[src/rtl/pe_mode_mac.sv]
// Mode-selectable systolic MAC processing element (weight-stationary or output-stationary).
// Optional macro PE_SATURATE_EN: clamp WS sums and OS accumulation instead of wrapping.
module pe_mode_mac #(
    parameter int OPERAND_WIDTH    = 8,
    parameter int ACCUMULATE_WIDTH = 16
) (
    input  logic                               clk_i,
    input  logic                               reset,
    input  logic                               start_i,
    input  logic                               mode_i,
    input  logic                               stop_i,
    input  logic                               w_load_i,
    input  logic                               drain_i,
    input  logic                               valid_i,
    input  logic signed [OPERAND_WIDTH-1:0]    A_in,
    input  logic signed [OPERAND_WIDTH-1:0]    B_in,
    input  logic signed [ACCUMULATE_WIDTH-1:0] Partial_Sum_in,
    output logic signed [OPERAND_WIDTH-1:0]    A_out,
    output logic signed [OPERAND_WIDTH-1:0]    B_out,
    output logic signed [ACCUMULATE_WIDTH-1:0] Partial_Sum_out,
    output logic                               valid_o,
    output logic [1:0]                         state_o,
    output logic                               ovf_o
);

    localparam int PW = 2 * OPERAND_WIDTH;
    localparam int AW = ACCUMULATE_WIDTH;
    localparam logic signed [AW-1:0] SUM_MAX = {1'b0, {(AW-1){1'b1}}};
    localparam logic signed [AW-1:0] SUM_MIN = {1'b1, {(AW-1){1'b0}}};

    typedef enum logic [1:0] {
        ST_IDLE    = 2'd0,
        ST_WS_LOAD = 2'd1,
        ST_WS_RUN  = 2'd2,
        ST_OS_RUN  = 2'd3
    } state_t;

    state_t                state_reg, state_next;
    logic signed [OPERAND_WIDTH-1:0] weight_reg, weight_next;
    logic signed [AW-1:0]  acc_reg, acc_next;
    logic                  ovf_reg, ovf_next;
    logic signed [AW-1:0]  ps_reg, ps_next;
    logic                  valid_reg, valid_next;
    logic signed [OPERAND_WIDTH-1:0] a_reg, b_reg;

    logic signed [PW-1:0]  ws_prod, os_prod;
    logic signed [AW-1:0]  ws_prod_ext, os_prod_ext;
    logic [AW:0]           ws_add, os_add;

    assign ws_prod     = A_in * weight_reg;
    assign os_prod     = A_in * B_in;
    assign ws_prod_ext = AW'(ws_prod);
    assign os_prod_ext = AW'(os_prod);

    // Returns {overflow, sum}; overflow when both addends share a sign the result lacks.
    function automatic logic [AW:0] add_chk(input logic signed [AW-1:0] a,
                                            input logic signed [AW-1:0] b);
        logic signed [AW-1:0] s;
        logic                 ov;
        s  = a + b;
        ov = (a[AW-1] == b[AW-1]) && (s[AW-1] != a[AW-1]);
`ifdef PE_SATURATE_EN
        if (ov) begin
            s = a[AW-1] ? SUM_MIN : SUM_MAX;
        end
`endif
        return {ov, s};
    endfunction

    assign ws_add = add_chk(Partial_Sum_in, ws_prod_ext);
    assign os_add = add_chk(acc_reg, os_prod_ext);

    always_comb begin
        state_next  = state_reg;
        weight_next = weight_reg;
        acc_next    = acc_reg;
        ovf_next    = ovf_reg;
        ps_next     = Partial_Sum_in;
        valid_next  = 1'b0;

        case (state_reg)
            ST_IDLE: begin
                if (drain_i) begin
                    ps_next  = acc_reg;
                    acc_next = '0;
                end
                if (start_i) begin
                    acc_next   = '0;
                    ovf_next   = 1'b0;
                    state_next = mode_i ? ST_OS_RUN : ST_WS_LOAD;
                end
            end
            ST_WS_LOAD: begin
                if (stop_i) begin
                    state_next = ST_IDLE;
                end else if (w_load_i) begin
                    weight_next = B_in;
                    state_next  = ST_WS_RUN;
                end
            end
            ST_WS_RUN: begin
                valid_next = valid_i;
                if (valid_i) begin
                    ps_next = ws_add[AW-1:0];
                    if (ws_add[AW]) ovf_next = 1'b1;
                end
                if (stop_i) state_next = ST_IDLE;
            end
            ST_OS_RUN: begin
                valid_next = valid_i;
                if (drain_i) begin
                    // Drain emits the pre-update value; a coincident product seeds the new sum.
                    ps_next  = acc_reg;
                    acc_next = valid_i ? os_prod_ext : '0;
                end else if (valid_i) begin
                    acc_next = os_add[AW-1:0];
                    if (os_add[AW]) ovf_next = 1'b1;
                end
                if (stop_i) state_next = ST_IDLE;
            end
            default: state_next = ST_IDLE;
        endcase
    end

    always_ff @(posedge clk_i) begin
        if (reset) begin
            state_reg  <= ST_IDLE;
            weight_reg <= '0;
            acc_reg    <= '0;
            ovf_reg    <= 1'b0;
            ps_reg     <= '0;
            valid_reg  <= 1'b0;
            a_reg      <= '0;
            b_reg      <= '0;
        end else begin
            state_reg  <= state_next;
            weight_reg <= weight_next;
            acc_reg    <= acc_next;
            ovf_reg    <= ovf_next;
            ps_reg     <= ps_next;
            valid_reg  <= valid_next;
            a_reg      <= A_in;
            b_reg      <= B_in;
        end
    end

    assign A_out           = a_reg;
    assign B_out           = b_reg;
    assign Partial_Sum_out = ps_reg;
    assign valid_o         = valid_reg;
    assign state_o         = state_reg;
    assign ovf_o           = ovf_reg;

endmodule

[config.mk]
export PLATFORM = sky130hd
export DESIGN_NAME = pe_mode_mac
export DESIGN_NICKNAME = d
export VERILOG_FILES = /design/src/rtl/pe_mode_mac.sv
export SDC_FILE = /design/constraint.sdc
export NUM_CORES = 1
export LEC_CHECK = 0
export ABC_AREA = 1
export CORE_MARGIN = 2
export CORE_UTILIZATION = 35
export CTS_CLUSTER_DIAMETER = 30
export DETAILED_ROUTE_END_ITERATION = 16
export SYNTH_ARGS = -nofsm -noshare
export SYNTH_HDL_FRONTEND = slang
export SYNTH_SLANG_ARGS = --single-unit
export TNS_END_PERCENT = 5
[constraint.sdc]
create_clock -name clk_i -period 5.9 [get_ports clk_i]
set_input_delay 1.18 -clock clk_i [delete_from_list [all_inputs] [get_ports clk_i]]
set_output_delay 1.18 -clock clk_i [all_outputs]
set_load 0.03 [all_outputs]
=== Yosys cells after proc, flatten, opt, wreduce, memory -nomap -nowiden ===
Index checks and enable logic that the tools add are counted.

* Flip-flop bits (word level): 60
* Latch bits: 0
* Memory bits (writable): 0
* Memory bits (read-only): 0
* Bits of input ports: 40
* Logic and storage cells: 65
* Memories kept: 0

* Add/subtract/negate cells: 2
* Multipliers: 2
* Divide/modulo/power cells: 0
* $lt $le $gt $ge: 0
* Eq/ne operators: 17
* Shift operators: 0
* Multiplexer cells: 22
* Bitwise gates (word level): 2
* Reduce and logical (&&, ||, !) cells: 12

{| class="wikitable"
|+ Operators with widths
! cell !! number
|-
| two-way mux 16 bit || 7
|-
| case mux 16 bit (2 select lines) || 2
|-
| adder 16 bit || 2
|-
| multiplier 8 x 8 -> 16 bit || 2
|-
| inequality test 2 bit, second input constant || 6
|-
| two-way mux 2 bit || 5
|-
| inequality test 3 bit, second input constant || 3
|-
| AND reduction 3 bit || 3
|-
| AND reduction 7 bit || 1
|-
| two-way mux 1 bit || 6
|-
| case mux 2 bit (3 select lines) || 1
|-
| OR reduction 2 bit || 3
|-
| == test 2 bit, second input constant || 2
|-
| case mux 1 bit (3 select lines) || 1
|-
| nonzero test 3 bit || 1
|-
| == test 1 bit || 2
|-
| == test 2 x 1 -> 1 bit, second input constant || 1
|-
| logical AND 1 bit || 2
|-
| logical NOT 2 bit || 1
|-
| inequality test 1 bit || 2
|-
| inequality test 2 x 1 -> 1 bit, second input constant || 1
|-
| NOT 1 bit || 2
|-
| nonzero test 2 bit || 1
|}

=== Logic depth before layout (Yosys ltp) ===
* Depth in word-level cells: 8
* Mapped depth: 36
* Gate-level depth less buffers: 34

=== Worst setup path after synthesis ===
No wires, ideal clock.

* Kind: input to register
* Start point: input A_in[7]
* End point: register ovf_reg, in the netlist ovf_o
* Setup time: 0.110 ns
* Data arrival time: 6.122 ns
* Required time: 5.790 ns
* Setup slack: -0.331 ns
* Stages: 32
* Path buffers: 2
* Cells stage by stage: clkbuf_1 clkbuf_1 nand2_1 inv_1 fa_1 fa_1 fa_1 inv_1 fa_1 inv_1 ha_1 nand2_1 inv_1 nand2_1 nand2_1 a21oi_1 nor2_1 nor2_1 xor2_1 inv_1 ha_1 nand2_1 nor2_1 and3_1 a21oi_2 inv_1 nand3_1 nand3_1 nand3_2 nand2_1 inv_1 nor2_1

* Longest elaborated chain between the ends: 6
* Elaborated cells on any way between the ends: 13
* Those cells by class: add/sub (2); mul (2); eq/ne (6); reduce/logical (3)

{| class="wikitable"
|+ RTL lines
! what !! RTL line !! source
|-
| from (decl) || 15 || <nowiki>input logic signed [OPERAND_WIDTH-1:0] A_in,</nowiki>
|-
| multiplier 8 x 8 -> 16 bit (on tied branches) || 51, 50 ||
|-
| adder 16 bit || 60 || <nowiki>s = a + b;</nowiki>
|-
| inequality test 1 bit || 61 || <nowiki>ov = (a[AW-1] == b[AW-1]) && (s[AW-1] != a[AW-1]);</nowiki>
|-
| logical AND 1 bit || 61 ||
|-
| inequality test 2 bit (no source line) || -- ||
|-
| AND reduction 7 bit (no source line) * || -- ||
|-
| to (signal assigned) || 139 || <nowiki>ovf_reg <= ovf_next;</nowiki>
|-
| to (decl) || 41 || <nowiki>logic ovf_reg, ovf_next;</nowiki>
|}

Mark *: on every way between the ends. The rest lies on a longest branch, timed or not.
A chain may end at the register's enable or synchronous reset.

=== Final worst setup path ===
* Start point: input A_in[1]
* End point: register ps_reg[15], in the netlist Partial_Sum_out[15]

* Longest elaborated chain between the ends: 4

{| class="wikitable"
|+ RTL lines
! what !! RTL line !! source
|-
| multiplier 8 x 8 -> 16 bit || 50 || <nowiki>assign ws_prod = A_in * weight_reg;</nowiki>
|-
| adder 16 bit || 60 ||
|-
| two-way mux 16 bit || 103 || <nowiki>if (valid_i) begin</nowiki>
|-
| case mux 16 bit (2 select lines) || 81 || <nowiki>case (state_reg)</nowiki>
|-
| to (signal assigned) || 140 || <nowiki>ps_reg <= ps_next;</nowiki>
|-
| to (decl) || 42 || <nowiki>logic signed [AW-1:0] ps_reg, ps_next;</nowiki>
|}

Every way passes these cells.

==> run_results.csv <==
group,metric,value,unit
grt,grt_antenna_before_repair,0,
synth,synth_flop_cell,"dfxtp_1",
synth,synth_cells,1389,
clock_network,htree_levels,3,
sta,setup_violations,2,
sta,grt_setup_unrepaired,"yes",
pwr,power_frac_seq,9.2,%
floorplanning,start_util,35.6,%
synth,yosys.area_share.simple,22.1,%
sta,relSlewSlack,16.3,%
sta,max_freq,168,MHz
critical_path,reg2reg_depth,28,
grt,grt_usage,20.3,%
place,dp_hpwl,21900,µm
final_layout,nets,1856,
drt,drc_errors,0,
synth,synth_fp_nets,1633,
synth,synth_cell_types,50,
pwr,clkPwrFrac,10.3,%
critical_path,worstSetupStartpointType,"primary input",
clock_network,clk_path_buf_depth,2,
final_layout,drive_above_1_share,20.8,%
place,place_area,11800,µm²
critical_path,crit_top_cell,"nand2_1",
sta,finalCritPeriodShare,101,%
final_layout,final_area,12900,µm²
sta,worst_slew_pin_slew,1.25,ns
final_layout,final-instance-count-excl-fill,1959,
critical_path,cp.required,6.13,ns
sta,layout_setup_ws,-0.0560,ns
clock_network,cts_sinks,60,
synth,synthMuxAreaShare,0,%
final_layout,syn2layout_area_growth,34.2,%
synth,yosys_warnings,0,
synth,synth_seq_cells,60,
critical_path,crit_slowest_cell,"fa_2",
outcome,outcome,"finished with violations",
clock_network,cts_hold_buffers,0,
drt,firstDrtPassIters,5,
sta,drv_slew,0,
place,port_buffers,75,
synth,ys_seq_area_share,12.5,%
sta,worst_hold_slack,0.542,ns
drt,ant_nets,0,
synth,synth_top_family_by_area,"adder cells",
synth,synth_xor_area_share,2.38,%
floorplanning,dieHeight,169,µm
clock_network,clk_pin_slew,0.06,ns
drt,routed_wl,28200,µm
pwr,p_comb_share,80.4,%
place,pre_cts_ws,-0.918,ns
drt,via_per_inst,4.81,
pwr,power.leakage,7.05,nW
critical_path,crit_type,"primary input to flop",
synth,async_flop_share,0,%
clock_network,clk_latency,0.35,ns
clock_network,numCtsBuffers,9,
pwr,ir_worst_vdd,0.000182,V
floorplanning,rows,60,
critical_path,cp_max_fo,5,
final_layout,final_util,47.8,%
sta,finClkSkew,0.0142,ns
grt,grt.overflow.total,0,
clock_network,cts_tree,"yes",
synth,avgSynthCellArea,6.90,µm²
synth,syn_area,9580,µm²
critical_path,crit_path_max_incr_delay,0.54,ns
min_path,hold_path_depth,2,
sta,setup-tns-final,-0.109,ns
clock_network,root_buffer,"clkbuf_16",
critical_path,setup.worst_path.end_class,"flop",
floorplanning,die_area,28700,µm²
pwr,total_power,6.06,mW
floorplanning,boundaryPins,76,
pwr,p_sw_share,49.2,%
pwr,internal_power,3.08,mW
place,placed_cells,1912,
min_path,hp-class,"flop to flop",
synth,synth_fa_ha_area_share,35.4,%
floorplanning,coreArea,26900,µm²
synth,synth_edf_count,0,
floorplanning,dieWidth,169,µm
drt,drtIter0Drc,582,
grt,grt_max_degree,38,
synth,synth_compound_area_share,11.8,%
drt,vias,9413,
grt,grt_pass1_vias,9555,
sta,fin_crit,5.96,ns
outcome,violations,"setup timing",
flow_run,cap_violations,0,
critical_path,arrival,6.19,ns
grt,grt_pass1_wl,46600,µm
drt,wl_per_cell,14.4,µm
sta,finalHoldViolCount,0,
pwr,p_sw,2.98,mW
place,gp_congestion,0.956,
pwr,power_density,471,nW/µm²
[repair_timing]
item | 4_1_cts | 5_1_grt
resized for setup | 124 | 43
setup buffers | 26 | 3
gates cloned | 2 | 0
endpoints found under the setup margin | 15 | 14
pin swaps | 46 | 25
[cells by family (layout without fill, tap and decap cells)]
logic type / Yosys count / count (layout)
simple gates: 505 / 505
buf+inv: 397 / 625
fa+ha+maj: 204 / 204
compound gates: 197 / 197
flops: 60 / 60
xor+xnor: 26 / 26
other cells: 0 / 1
[critical path: cells and delay by family]
kind                       cells  cell delay [ns]
adders and majority gates      6             2.35
and+or+nand+nor               12             1.05
buffers and inverters          7             0.94
AOI/OAI and AO/OA              4             0.41
xor gates and xnor gates       1             0.23
[worst paths after layout]
kind                                     from             endpoint  slack [ns]
worst min-delay path               acc_reg[5]           acc_reg[5]        0.54
worst max register to register  weight_reg[2]  Partial_Sum_out[15]        0.50
worst max-delay path                  A_in[1]  Partial_Sum_out[15]       -0.06
worst min register to register     acc_reg[5]           acc_reg[5]        0.54
[cell type report]
class | count | area (µm²)
diodes | 1 | 2.50
clock buffers | 13 | 260
multi-input cells | 932 | 7400
flip-flops and latches | 60 | 1200
inverters | 353 | 1330
clock inverters | 3 | 68.8
fillers | 2619 | 14000
well taps | 341 | 427
repair buffers | 256 | 2170
[layer usage]
metal	routed length, µm	track usage (%)
met1	12300	25.2
met2	14400	36.9
met3	991	2.10
met4	545	6.47
met5	0	0
[synthesized netlist by cell type, types with 4 or more instances]
cell      instances  share of area (%)
nand2_2           7               0.46
clkbuf_1         37                1.4
nor3_1            6               0.31
xnor2_1          10               0.91
a21oi_1          89                4.7
a221oi_1          8               0.73
fa_1            112                 23
xor2_1           16                1.5
a211oi_1          4               0.31
nand3_2           5               0.52
nand4_1           5               0.33
o21ai_0          51                2.7
nand2_1         334                 13
nand3_1          59                3.1
ha_1             92                 12
or2_2             4               0.26
a21o_1            7               0.55
nand3b_1          4               0.31
dfxtp_1          60                 13
a31oi_1           5               0.33
a21oi_2           5               0.46
o21ai_1           6               0.31
nor2_1           68                2.7
inv_1           351                 14
[placed cells by master, fill, tap and decap left out, types with 5 or more instances in the layout]
cell type and count:
inv_1 338, nand2_1 314, buf_4 166, fa_1 106, a21oi_1 74, ha_1 70
nor2_1 62, dfxtp_1 60, clkdlybuf4s50_1 59, nand3_1 52, o21ai_0 45, nand2_2 26
ha_4 20, a21oi_2 19, inv_2 15, xor2_1 14, nand3_2 12, o21ai_1 10
xnor2_1 9, clkbuf_16 9, buf_6 9, a221oi_1 8, nor2_2 7, a21o_1 7
buf_2 7, fa_2 6, dlygate4sd2_1 6, nand4_1 5, buf_12 5
[power groups by stage]
stage | Combinational (mW) | Sequential, mW | Clock (mW)
4_1_cts | 4.57 | 0.559 | 0.637
6_report | 4.87 | 0.560 | 0.627
3_5_place_dp | 4.16 | 0.565 | 0
5_1_grt | 5.41 | 0.568 | 0.652
3_3_place_gp | 4.12 | 0.563 | 0
2_1_floorplan | 2.47 | 0.655 | 0
(Power assumes the default switching activity.)
